$ cat src/rtl/baudrate_gen_frac.sv
// Fractional baud-rate generator for the UART datapath.
// The divisor is an I.F value (integer I, fraction F over 2^FRAC_NBITS).
// Tick periods are I or I+1 clocks, so the average period is I + F/2^FRAC_NBITS.
// Divisor writes go to a shadow register and are applied at the next tick
// boundary, so the period already running is never cut short or stretched.
//
// Ports:
//   i_clk, i_rst_n   clock; asynchronous active-low reset
//   i_en             run enable; all counting freezes while low
//   i_sync           phase restart; overrides the tick boundary and i_en
//   i_div_wr, i_div  divisor write strobe and value {I, F}
//   o_tick           1-cycle oversample tick
//   o_bit_tick       1-cycle bit tick, high with every OVERSAMPLE-th o_tick
//   o_div_err        1-cycle pulse when a written I was 0 and clamped to 1
//   o_div_pend       a written divisor is waiting to be applied
module baudrate_gen_frac #(
  parameter real CLK_FREQ   = 100E6,
  parameter real BAUD_RATE  = 9600,
  parameter int  OVERSAMPLE = 16,
  parameter int  INT_NBITS  = 16,
  parameter int  FRAC_NBITS = 4
) (
  input  logic                            i_clk,
  input  logic                            i_rst_n,
  input  logic                            i_en,
  input  logic                            i_sync,
  input  logic                            i_div_wr,
  input  logic [INT_NBITS+FRAC_NBITS-1:0] i_div,
  output logic                            o_tick,
  output logic                            o_bit_tick,
  output logic                            o_div_err,
  output logic                            o_div_pend
);

  localparam int DIV_NBITS   = INT_NBITS + FRAC_NBITS;
  localparam int SCNT_NBITS  = $clog2(OVERSAMPLE);
  localparam int DIV_RST_VAL = $rtoi(CLK_FREQ * real'(2 ** FRAC_NBITS) /
                                     (real'(OVERSAMPLE) * BAUD_RATE) + 0.5);
  localparam logic [DIV_NBITS-1:0]  DIV_RST  = DIV_NBITS'(DIV_RST_VAL);
  localparam logic [INT_NBITS-1:0]  RST_INT  = DIV_RST[DIV_NBITS-1:FRAC_NBITS];
  localparam logic [FRAC_NBITS-1:0] RST_FRAC = DIV_RST[FRAC_NBITS-1:0];

  logic [INT_NBITS-1:0]  cnt;
  logic [INT_NBITS-1:0]  act_int;
  logic [INT_NBITS-1:0]  shd_int;
  logic [INT_NBITS-1:0]  wr_int;
  logic [INT_NBITS-1:0]  sel_int;
  logic [FRAC_NBITS-1:0] acc;
  logic [FRAC_NBITS-1:0] act_frac;
  logic [FRAC_NBITS-1:0] shd_frac;
  logic [FRAC_NBITS-1:0] wr_frac;
  logic [FRAC_NBITS-1:0] sel_frac;
  logic [FRAC_NBITS:0]   sum;
  logic [SCNT_NBITS-1:0] scnt;
  logic                  pend;
  logic                  wr_zero;
  logic                  boundary;

  always_comb begin
    wr_zero  = (i_div[DIV_NBITS-1:FRAC_NBITS] == '0);
    wr_int   = wr_zero ? INT_NBITS'(1) : i_div[DIV_NBITS-1:FRAC_NBITS];
    wr_frac  = i_div[FRAC_NBITS-1:0];
    // Divisor used by whatever reload happens this cycle: a write coinciding
    // with sync takes effect at once, otherwise a pending shadow wins.
    if (i_sync && i_div_wr) begin
      sel_int  = wr_int;
      sel_frac = wr_frac;
    end else if (pend) begin
      sel_int  = shd_int;
      sel_frac = shd_frac;
    end else begin
      sel_int  = act_int;
      sel_frac = act_frac;
    end
    boundary = i_en && !i_sync && (cnt == '0);
    sum      = {1'b0, acc} + {1'b0, sel_frac};
  end

  always_ff @(posedge i_clk or negedge i_rst_n) begin
    if (!i_rst_n) begin
      cnt        <= RST_INT - INT_NBITS'(1);
      acc        <= '0;
      scnt       <= '0;
      act_int    <= RST_INT;
      act_frac   <= RST_FRAC;
      shd_int    <= RST_INT;
      shd_frac   <= RST_FRAC;
      pend       <= 1'b0;
      o_tick     <= 1'b0;
      o_bit_tick <= 1'b0;
      o_div_err  <= 1'b0;
    end else begin
      o_tick     <= boundary;
      o_bit_tick <= boundary && (scnt == SCNT_NBITS'(OVERSAMPLE - 1));
      o_div_err  <= i_div_wr && wr_zero;
      if (i_div_wr) begin
        shd_int  <= wr_int;
        shd_frac <= wr_frac;
      end
      if (i_sync) begin
        cnt      <= sel_int - INT_NBITS'(1);
        acc      <= '0;
        scnt     <= '0;
        act_int  <= sel_int;
        act_frac <= sel_frac;
        pend     <= 1'b0;
      end else begin
        if (boundary) begin
          // The fraction carry stretches the next period by one clock.
          cnt      <= sel_int - INT_NBITS'(1) + INT_NBITS'(sum[FRAC_NBITS]);
          acc      <= sum[FRAC_NBITS-1:0];
          scnt     <= scnt + SCNT_NBITS'(1);
          act_int  <= sel_int;
          act_frac <= sel_frac;
        end else if (i_en) begin
          cnt <= cnt - INT_NBITS'(1);
        end
        // A write on the boundary cycle stays pending for the following one.
        if (i_div_wr) begin
          pend <= 1'b1;
        end else if (boundary) begin
          pend <= 1'b0;
        end
      end
    end
  end

  assign o_div_pend = pend;

endmodule

$ cat config.mk
export PLATFORM = sky130hd
export DESIGN_NAME = baudrate_gen_frac
export DESIGN_NICKNAME = d
export VERILOG_FILES = /design/src/rtl/baudrate_gen_frac.sv
export SDC_FILE = /design/constraint.sdc
export NUM_CORES = 1
export LEC_CHECK = 0
export BUFFER_PORTS_ARGS = -buffer_cell sky130_fd_sc_hd__buf_2
export CAP_MARGIN = 5
export CORE_ASPECT_RATIO = 0.75
export CORE_MARGIN = 2
export CORE_UTILIZATION = 30
export DETAILED_ROUTE_END_ITERATION = 12
export MAX_ROUTING_LAYER = met4
export SLEW_MARGIN = 25
export SYNTH_ARGS = -nofsm -noshare
export SYNTH_HDL_FRONTEND = slang
export SYNTH_SLANG_ARGS = --single-unit
$ cat constraint.sdc
create_clock -name i_clk -period 3.25 [get_ports i_clk]
set_input_delay 0.325 -clock i_clk [delete_from_list [all_inputs] [get_ports i_clk]]
set_output_delay 0.325 -clock i_clk [all_outputs]
set_load 0.02 [all_outputs]
==> metrics.txt, run 1 <==
Worst R2R End=cnt[14]; GRT Total Usage=16.9%; hold slack final=-0.0185 ns; pins over their slew limit=0; FF-to-FF Start=o_div_pend; Hold WC Path Type=in -> async; reg2reg setup slack=-0.19 ns; RSZ-0062 raised after global routing=true; Final nets=637; met1 Track Usage GR=23.5%; CTS clock-pin slew for the worst setup and hold paths=0.06 ns; largest net degree at the start of global routing=42; Yosys cell types=73; hold_buf cts=0; complex-gate fraction of the synthesized area=18.4%; busiest grt layer=met2; final worst slack=-0.193 ns; kind of critical path=reg -> reg; async set-reset flop share out of synthesis=100%; Max Clk Rate=290 MHz; die area=16,500 um^2; Final Skew=0.00703 ns; drt wl/cell=16.9 um; fin util=41.0%; die height=112 um; Final ANT Viol Nets=0; Max Cap Violations=0; Ports=29; Vias/cell=5.41; Seq cells post-synth=68; dpl cells=775; Place WS=-0.444 ns; DR iter-0 viols=249; origin of the worst setup path=o_div_pend; r2r worst-path depth=14; CTS Buffer Depth=2; Post-Route WL=13,700 um; status=finished, violations left; RePlAce Congestion=0.852; number of global-route vias before repair=4,320; Residual DRC=0; Num CTS Buffers=9; Clock Sinks=68; initial antenna violation count=0; CP endpoint=cnt[14]; core area=15,200 um^2; first-pass GRT wire length=21,900 um; Critical Path Source Type=flip-flop; Non-Filler Instances=811; Post-Syn Instances=497; H-Tree Depth=3; CTS Root Cell=clkbuf_16; synthesized cell area=4640 um^2; Post-synth EDFFs=0; Synth Area in Adders=3.13%; Peak VDD IR=0.256 mV; Synth Area per Inst=9.34 um^2; period utilization=106%; failing checks=hold timing, setup timing; TritonCTS clock tree=built; ys flop type=dfrtp_1; DRT Pass-1 Iters=4; crit-path cells=mux2i_1 > o21ai_2 > ha_2 > fa_2 > a21o_1 > a21o_1 > ha_4 > ha_4 > nand3_4 > or4_4 > a22o_1 > nor4b_4 > a311o_1 > o2111a_1; hpwl dp=9780 um; slowest stage delay, CP=0.50 ns; Synth Area in XOR/XNOR=3.21%; Pwr Density=479 nW/um^2; CP max-delay cell=dfrtp_2; port buffer count=28; routed via count=4,388; largest family of logic cells by synthesized area=simple AND/OR/NAND/NOR gates; share of layout cells above drive strength 1=39.8%; antenna cells=0; clk_lat worst skew=0.33 ns; critical path capture point type=flip-flop; finished layout cell area=6220 um^2; post-synthesis mux area share=13.8%; maximum fanout along the worst path=7; Syn Nets=533; Initial Util=30.6%; placed cell area=5510 um^2; final hold viol count=30; Area Growth Syn to Fin=34.0%; GRT met2 Usage=25.5%; WP data required=3.52 ns; simple-gate share of the synthesized area=20.6%; post-route minimum period=3.44 ns; Synth warnings=0; Rel. slew slack=49.9%; Rows=39; crit path DAT=3.71 ns; sequential share of the synthesized area=37.1%; final setup violation count=10; Leak=2.60 nW; gr ovfl total=0; Worst-Margin Slew=0.744 ns; GRT met3 Usage=3.73%; Die W=148 um
## sequential cells by signal, summed over array words and instances (netlist names)
signal / count
o_bit_tick: 1
act_int: 16
shd_frac: 4
cnt: 16
shd_int: 16
o_tick: 1
scnt: 4
acc: 4
o_div_pend: 1
act_frac: 4
o_div_err: 1
## logic make-up (layout without fill, tap and decap cells)
logic type | after synthesis | count (layout)
xor gates and xnor gates | 17 | 17
DFF | 68 | 68
and+or+nand+nor | 181 | 181
buffers and inverters | 35 | 144
muxes | 55 | 55
adders and majority gates | 11 | 11
AOI/OAI and AO/OA | 130 | 130
## through the flow
step / setup TNS, ns / hold WS [ns] / power (mW)
finish: -0.719 / -0.0185 / 2.98
global route: -2.00 / 0.0219 / 3.14
CTS: -0.221 / 0.158 / 2.91
detailed placement: -3.71 / 0.473 / 1.89
global placement: -2.89 / 0.459 / 1.86
floorplan: -0.257 / 0.0294 / 1.60
## report_power, final
group	internal (mW)	switching, mW
registers	0.981	0.0938
clock network	0.614	0.374
logic	0.422	0.496
total	2.02	0.964
## synthesized netlist by cell type, types with 5 or more instances
cell type,n,area (um^2)
nor2_1,31,116
inv_1,8,30.0
and4_1,6,52.6
dfstp_2,16,420
nor4_1,10,62.6
and2_1,8,50.1
a31oi_1,7,43.8
o211ai_1,5,37.5
mux2i_1,20,200
buf_6,5,56.3
a21oi_1,20,100
or4_1,7,52.6
ha_1,10,125
dfrtp_1,52,1300
a21o_1,5,37.5
nand3_1,21,105
nand2_1,57,214
clkbuf_1,15,56.3
o21a_1,5,37.5
mux2_2,28,315
xnor2_1,11,96.3
xor2_1,6,52.6
nor3_1,12,60.1
nand4_1,8,50.1
o21ai_0,47,235
## worst min-delay path by stage
| stage | to | start | slack [ns] |
|---|---|---|---|
| after floorplan | acc[0] | i_rst_n | 0.03 |
| after global placement | act_int[2] | act_int[2] | 0.46 |
| after detailed placement | act_int[8] | act_int[8] | 0.47 |
| after CTS | act_frac[2] | i_rst_n | 0.16 |
| after global routing | acc[2] | i_rst_n | 0.02 |
| final | acc[2] | i_rst_n | -0.02 |
## per-layer routing
metal	up-vias	share of wire (%)
met5	-	0
met3	13	5.8
met4	0	0.82
met1	2186	47
li1	2063	-
met2	126	47
## placed cells by master, fill, tap and decap left out, types with 4 or more instances in the layout
| cell type | instances |
|---|---|
| a21o_1 | 5 |
| a21oi_1 | 18 |
| a31oi_1 | 7 |
| and2_1 | 8 |
| buf_2 | 26 |
| buf_4 | 86 |
| buf_6 | 8 |
| clkbuf_16 | 9 |
| dfrtp_1 | 51 |
| dfstp_2 | 16 |
| ha_1 | 5 |
| ha_4 | 4 |
| inv_1 | 7 |
| mux2_2 | 28 |
| mux2i_1 | 18 |
| mux2i_4 | 6 |
| nand2_1 | 57 |
| nand3_1 | 20 |
| nand4_1 | 8 |
| nor2_1 | 29 |
| nor3_1 | 10 |
| nor4_1 | 6 |
| o211ai_1 | 5 |
| o21a_1 | 5 |
| o21ai_0 | 41 |
| o21ai_2 | 6 |
| or4_1 | 5 |
| xnor2_1 | 9 |
| xor2_1 | 6 |
## critical path: cells and delay by family (launching register included)
family	cells	cell delay (ns)
muxes	1	0.17
and+or+nand+nor	3	0.88
AOI/OAI and AO/OA	6	1.08
adders and majority gates	4	0.76
DFF	1	0.50
## what timing repair did
item,in CTS,in global routing
pin swaps,8,30
setup buffers,7,15
endpoints found under the setup margin,7,12
resized for setup,14,39
## cell type report
| cell class | count | area, um^2 |
|---|---|---|
| Fill cell | 1455 | 8950 |
| Multi-Input combinational cell | 394 | 3050 |
| Sequential cell | 68 | 1720 |
| Timing Repair Buffer | 120 | 866 |
| Tap cell | 205 | 256 |
| Clock buffer | 12 | 246 |
| Clock inverter | 4 | 48.8 |
| Inverter | 8 | 33.8 |
Power figures use the tool's default switching activity.
==> run 2: changes to the inputs <==
- CORE_UTILIZATION: 30 -> 56
- CTS_BUF_LIST: default -> sky130_fd_sc_hd__clkbuf_16
- PLACE_DENSITY: default -> 0.77
==> run 2 against run 1 <==
  * The flow finishes with violations (setup timing)
  * Setup slack got worse by 0.046 ns
  * Maximum frequency fell by 1.3%
  * Core utilization increased by 33 points
==> metrics.txt, run 2 (synthesis results as in run 1) <==
Hold WC Path Type=in -> async; Worst-Margin Slew=0.909 ns (+0.165 ns); hold_buf cts=0 (unchanged); delay-heaviest family, CP=compound AO/OA/AOI/OAI gates; post-route minimum period=3.49 ns (+0.0458 ns); number of global-route vias before repair=4,219 (-2.3%); Initial Util=58.4% (+28 points); WP data required=3.52 ns (about the same); FF-to-FF Start=o_div_pend; period utilization=107% (+1.4 points); Final Skew=0.00537 ns (-0.00166 ns); critical path capture point type=flip-flop; reg2reg setup slack=-0.24 ns (-0.05 ns); clk_lat worst skew=0.34 ns (about the same); Buf+Inv Stages, Crit Path=2 (+2); crit-path cells=buf_12 > mux2_4 > mux2i_4 > ha_2 > or4b_4 > a211oi_4 > buf_6 > xnor2_4 > o211ai_1 > nor4b_4 > a311o_1 > o2111a_1; maximum fanout along the worst path=3 (-4); r2r worst-path depth=12 (-2); slowest stage delay, CP=0.47 ns (-0.03 ns); kind of critical path=reg -> reg; Critical Path Source Type=flip-flop; DRT Pass-1 Iters=7 (+3); commonest non-fill, non-tap cell in the layout=buf_4; Final nets=616 (-3.3%); total power=2.82 mW (-5.4%); DR iter-0 viols=482 (+94%); first-pass GRT wire length=20,600 um (-6.0%); Worst R2R End=cnt[14]; die area=9040 um^2 (-45%); H-Tree Depth=3 (unchanged); status=finished, violations left; RePlAce Congestion=0.914 (+7.3%); Die W=109 um (-26%); routed via count=4,418 (+0.68%); pins over their slew limit=0 (unchanged); Rel. slew slack=39.4% (-11 points); GRT Total Usage=30.1% (+13 points); Rows=28 (-28%); final hold viol count=0 (-100%); CP max-delay cell=or4b_4; final worst slack=-0.239 ns (-0.0458 ns); Leak=2.47 nW (-5.1%); Area Growth Syn to Fin=26.0%; gr ovfl total=0 (unchanged); antenna cells=0 (unchanged); RSZ-0062 raised after global routing=true; CTS Root Cell=clkbuf_16; TritonCTS clock tree=built; Clock Sinks=68 (unchanged); Vias/cell=6.40 (+18%); Largest regs=act_int x16, cnt x16, shd_int x16; Post-Route WL=13,200 um (-4.1%); Max Cap Violations=0 (unchanged); final setup violation count=12 (+2); fin util=73.6% (+33 points); port buffer count=28 (unchanged); Max Clk Rate=287 MHz (-1.3%); largest net degree at the start of global routing=40 (-4.8%); crit path DAT=3.76 ns (+0.05 ns); initial antenna violation count=0 (unchanged); Residual DRC=0 (unchanged); drt wl/cell=19.1 um (+13%); Final ANT Viol Nets=0 (unchanged); Peak VDD IR=0.381 mV (+49%); CTS clock-pin slew for the worst setup and hold paths=0.06 ns (about the same); Fin Setup TNS=-1.46 ns (-0.738 ns); share of layout cells above drive strength 1=36.1% (-3.7 points); hpwl dp=9200 um (-5.9%); failing checks=setup timing; commonest non-fill, non-tap cells in the layout=buf_4, nand2_1, dfrtp_1; Num CTS Buffers=9 (unchanged); core area=7950 um^2 (-48%); Ports=29 (unchanged); CTS Buffer Depth=2 (unchanged); die height=82.9 um (-26%); Pwr Density=482 nW/um^2 (+0.52%)
## run 2: changes by cell type in the layout (fill, tap and decap cells not counted), sizes merged
cell,delta
clkinv,+1
clkbuf,-3
inv,+2
clkinvlp,+1
buf,-21
bufinv,-1
## run 2: per-layer routing
| metal | routed length (um) | track usage [%] |
|---|---|---|
| met1 | 5460 | 39.0 |
| met2 | 6330 | 46.8 |
| met3 | 1150 | 7.93 |
| met4 | 225 | 7.81 |
| met5 | 0 | - |
## run 2: through the flow
step,worst slack (ns),std cells,hold WS [ns],instance area (um^2)
3_5_place_dp,-0.313,658,0.467,5250
5_1_grt,-0.334,690,0.194,5850
2_1_floorplan,-0.0820,497,0.0294,4740
3_3_place_gp,-0.213,658,0.457,5250
4_1_cts,-0.156,680,0.151,5630
6_report,-0.239,690,0.118,5850
## run 2: layout make-up
class	count	area [um^2]
timing repair buffer	99	712
clock inverter	7	37.5
fill	550	2100
inverter	8	33.8
sequential	68	1720
tap	105	131
clock buffer	9	225
multi-input combinational	394	2990
## run 2: what timing repair did
action / in CTS / in global routing
setup endpoints to repair: 9 / 13
pin swaps: 12 / 24
buffers inserted: 6 / 12
gates resized for setup: 9 / 29
## run 2: worst max-delay path by stage
stage / from / end / slack (ns) / cells after the start
2_1_floorplan: o_div_pend / cnt[14] / -0.08 / 14
3_3_place_gp: i_div[5] / cnt[13] / -0.21 / 14
3_5_place_dp: i_div[5] / cnt[13] / -0.31 / 14
4_1_cts: o_div_pend / cnt[14] / -0.16 / 15
5_1_grt: o_div_pend / cnt[14] / -0.33 / 12
6_report: o_div_pend / cnt[14] / -0.24 / 12
## run 2: power by group
| group | leakage (nW) | switching [mW] | internal [mW] |
|---|---|---|---|
| sequential | 0.813 | 0.0908 | 0.982 |
| combinational | 1.52 | 0.490 | 0.389 |
| clock | 0.135 | 0.363 | 0.505 |
| total | 2.47 | 0.944 | 1.88 |
## run 2: worst register-to-register path: cells and delay by family, from the launching register on
kind / cells / cell delay [ns]
buf+inv: 2 / 0.31
compound gates: 4 / 0.99
xor+xnor: 1 / 0.12
simple gates: 2 / 0.84
fa+ha+maj: 1 / 0.22
flops: 1 / 0.43
mux: 2 / 0.50
==> run 3: changes to the inputs <==
- CORE_UTILIZATION: 56 -> 40
- PLACE_DENSITY: 0.77 -> default
==> run 3 against run 2 <==
  * The flow still finishes with violations (setup timing)
  * Via count is 4.2% lower
  * Hold slack got worse by 0.044 ns
  * Sequential cell count is the same
  * Die area is 38% higher
  * Critical path type unchanged
  * Non-clock buffer count increased by 13
  * Largest power group unchanged
==> metrics.txt, run 3 (synthesis results as in run 1) <==
first-pass GRT wire length=21,700 um (+5.5%); final worst slack=-0.163 ns (+0.0756 ns); status=finished, violations left; H-Tree Depth=3 (unchanged); DR iter-0 viols=283 (-41%); post-route minimum period=3.41 ns (-0.0756 ns); maximum fanout along the worst path=5 (+2); initial antenna violation count=0 (unchanged); CTS clock-pin slew for the worst setup and hold paths=0.06 ns (about the same); Final nets=629 (+2.1%); Ports=29 (unchanged); Critical Path Source Type=flip-flop; Initial Util=40.6% (-18 points); Place WS=-0.406 ns (-0.0934 ns); CTS Buffer Depth=2 (unchanged); r2r worst-path depth=16 (+4); routed via count=4,231 (-4.2%); hpwl dp=9430 um (+2.5%); Rows=34 (+21%); Residual DRC=0 (unchanged); kind of critical path=reg -> reg; Post-Route WL=12,800 um (-2.5%); CP endpoint=cnt[10]; final setup violation count=10 (-2); Switch Pwr=934 uW (-1.1%); RSZ-0062 raised after global routing=true; Final Skew=0.00706 ns (+0.00169 ns); Hold WC Path Type=in -> async; Peak VDD IR=0.262 mV (-31%); port buffer count=28 (unchanged); period utilization=105% (-2.3 points); GRT Total Usage=22.5% (-7.6 points); Logic pwr share=28.9% (-2.3 points); Max Cap Violations=0 (unchanged); core area=11,400 um^2 (+44%); pins over their slew limit=0 (unchanged); switch share=31.4% (-2.1 points); DRT Pass-1 Iters=5 (-2); drt wl/cell=17.3 um (-9.3%); clk_lat worst skew=0.33 ns (about the same); WP data required=3.46 ns (-0.06 ns); antenna cells=0 (unchanged); Max Clk Rate=293 MHz (+2.2%); Vias/cell=5.70 (-11%); Area Growth Syn to Fin=29.0%; Rel. slew slack=47.9% (+8.6 points); CTS Root Cell=clkbuf_16; gr ovfl total=0 (unchanged); number of global-route vias before repair=4,203 (-0.38%); commonest non-fill, non-tap cells in the layout=buf_4, nand2_1, dfrtp_1; failing checks=setup timing; die height=97.3 um (+17%); FF-to-FF Start=o_div_pend; Leak=2.52 nW (+2.1%); Int Power=2.04 mW (+8.6%); hold_buf cts=0 (unchanged); power share of the clock group=35.1% (+4.3 points); Pwr Density=496 nW/um^2 (+3.0%); final hold viol count=0 (unchanged); origin of the worst setup path=o_div_pend; Num CTS Buffers=9 (unchanged); die area=12,500 um^2 (+38%); Worst R2R End=cnt[10]; Largest regs=act_int x16, cnt x16, shd_int x16; Clock Sinks=68 (unchanged); Die W=128 um (+18%); RePlAce Congestion=0.885 (-3.2%); commonest non-fill, non-tap cell in the layout=buf_4; critical path capture point type=flip-flop; reg2reg setup slack=-0.16 ns (+0.08 ns); placed cell area=5430 um^2 (+3.4%); Seq pwr share=35.9% (-2.1 points); Final ANT Viol Nets=0 (unchanged); TritonCTS clock tree=built; crit path DAT=3.63 ns (-0.13 ns); Worst-Margin Slew=0.781 ns (-0.128 ns); finished layout cell area=5990 um^2 (+2.4%); share of layout cells above drive strength 1=36.6% (+0.55 points); largest net degree at the start of global routing=40 (unchanged)
run 3: worst max-delay path, cell delays in order (launching register included):
cell,delay [ns]
dfrtp_2,0.46
buf_8,0.15
mux2i_1,0.12
o21ai_2,0.18
ha_2,0.22
fa_2,0.20
a21o_1,0.11
a21o_1,0.15
ha_4,0.17
ha_4,0.16
nand3_4,0.07
or4_4,0.44
a222oi_1,0.39
buf_4,0.18
nand4_1,0.08
a21oi_1,0.16
a31oi_1,0.05
run 3: cell type report:
cell class | instances | area (um^2)
clock buffer | 9 | 225
clock inverter | 7 | 91.3
fill | 1053 | 5450
inverter | 8 | 33.8
multi-input combinational | 394 | 2930
sequential | 68 | 1720
tap | 144 | 180
timing repair buffer | 112 | 811
run 3: how the worst min path moves through the flow:
stage,startpoint,to,slack [ns],depth (start not counted)
6_report,i_rst_n,acc[3],0.07,1
5_1_grt,i_rst_n,shd_frac[1],0.14,1
4_1_cts,i_rst_n,acc[1],0.11,1
3_5_place_dp,i_rst_n,acc[3],0.46,1
3_3_place_gp,i_rst_n,shd_frac[1],0.45,1
2_1_floorplan,i_rst_n,acc[0],0.03,0
run 3: power by group through the flow:
stage | Clock (mW) | Combinational (mW) | Sequential (mW)
6_report | 1.04 | 0.859 | 1.07
5_1_grt | 1.10 | 0.951 | 1.08
4_1_cts | 1.06 | 0.834 | 1.07
3_5_place_dp | 0 | 0.809 | 1.08
3_3_place_gp | 0 | 0.791 | 1.07
2_1_floorplan | 0 | 0.542 | 1.06
run 3: metrics by stage:
stage | power (mW) | cells | TNS [ns] | hold WS (ns) | util, %
floorplan | 1.60 | 497 | -0.257 | 0.0294 | -
global placement | 1.87 | 711 | -1.89 | 0.447 | 47.5
detailed placement | 1.89 | 711 | -3.46 | 0.460 | 47.5
CTS | 2.96 | 739 | -0.490 | 0.107 | 51.6
global route | 3.14 | 742 | -2.50 | 0.139 | 52.3
finish | 2.97 | 742 | -0.780 | 0.0738 | 52.3
run 3: what timing repair did:
action                     in CTS  in global routing
buffers inserted               12                  3
resized for setup              13                 12
hold endpoints to repair        0                  0
setup endpoints to repair      10                 13
pin swaps                      15                 14
run 3: routing by layer:
layer	GRT usage [%]	part of all wire, %	up-vias
met1	31.6	48	2070
met3	4.46	5.1	13
met2	33.7	45	98
met4	4.73	1.1	0
met5	-	0	-
li1	-	-	2050
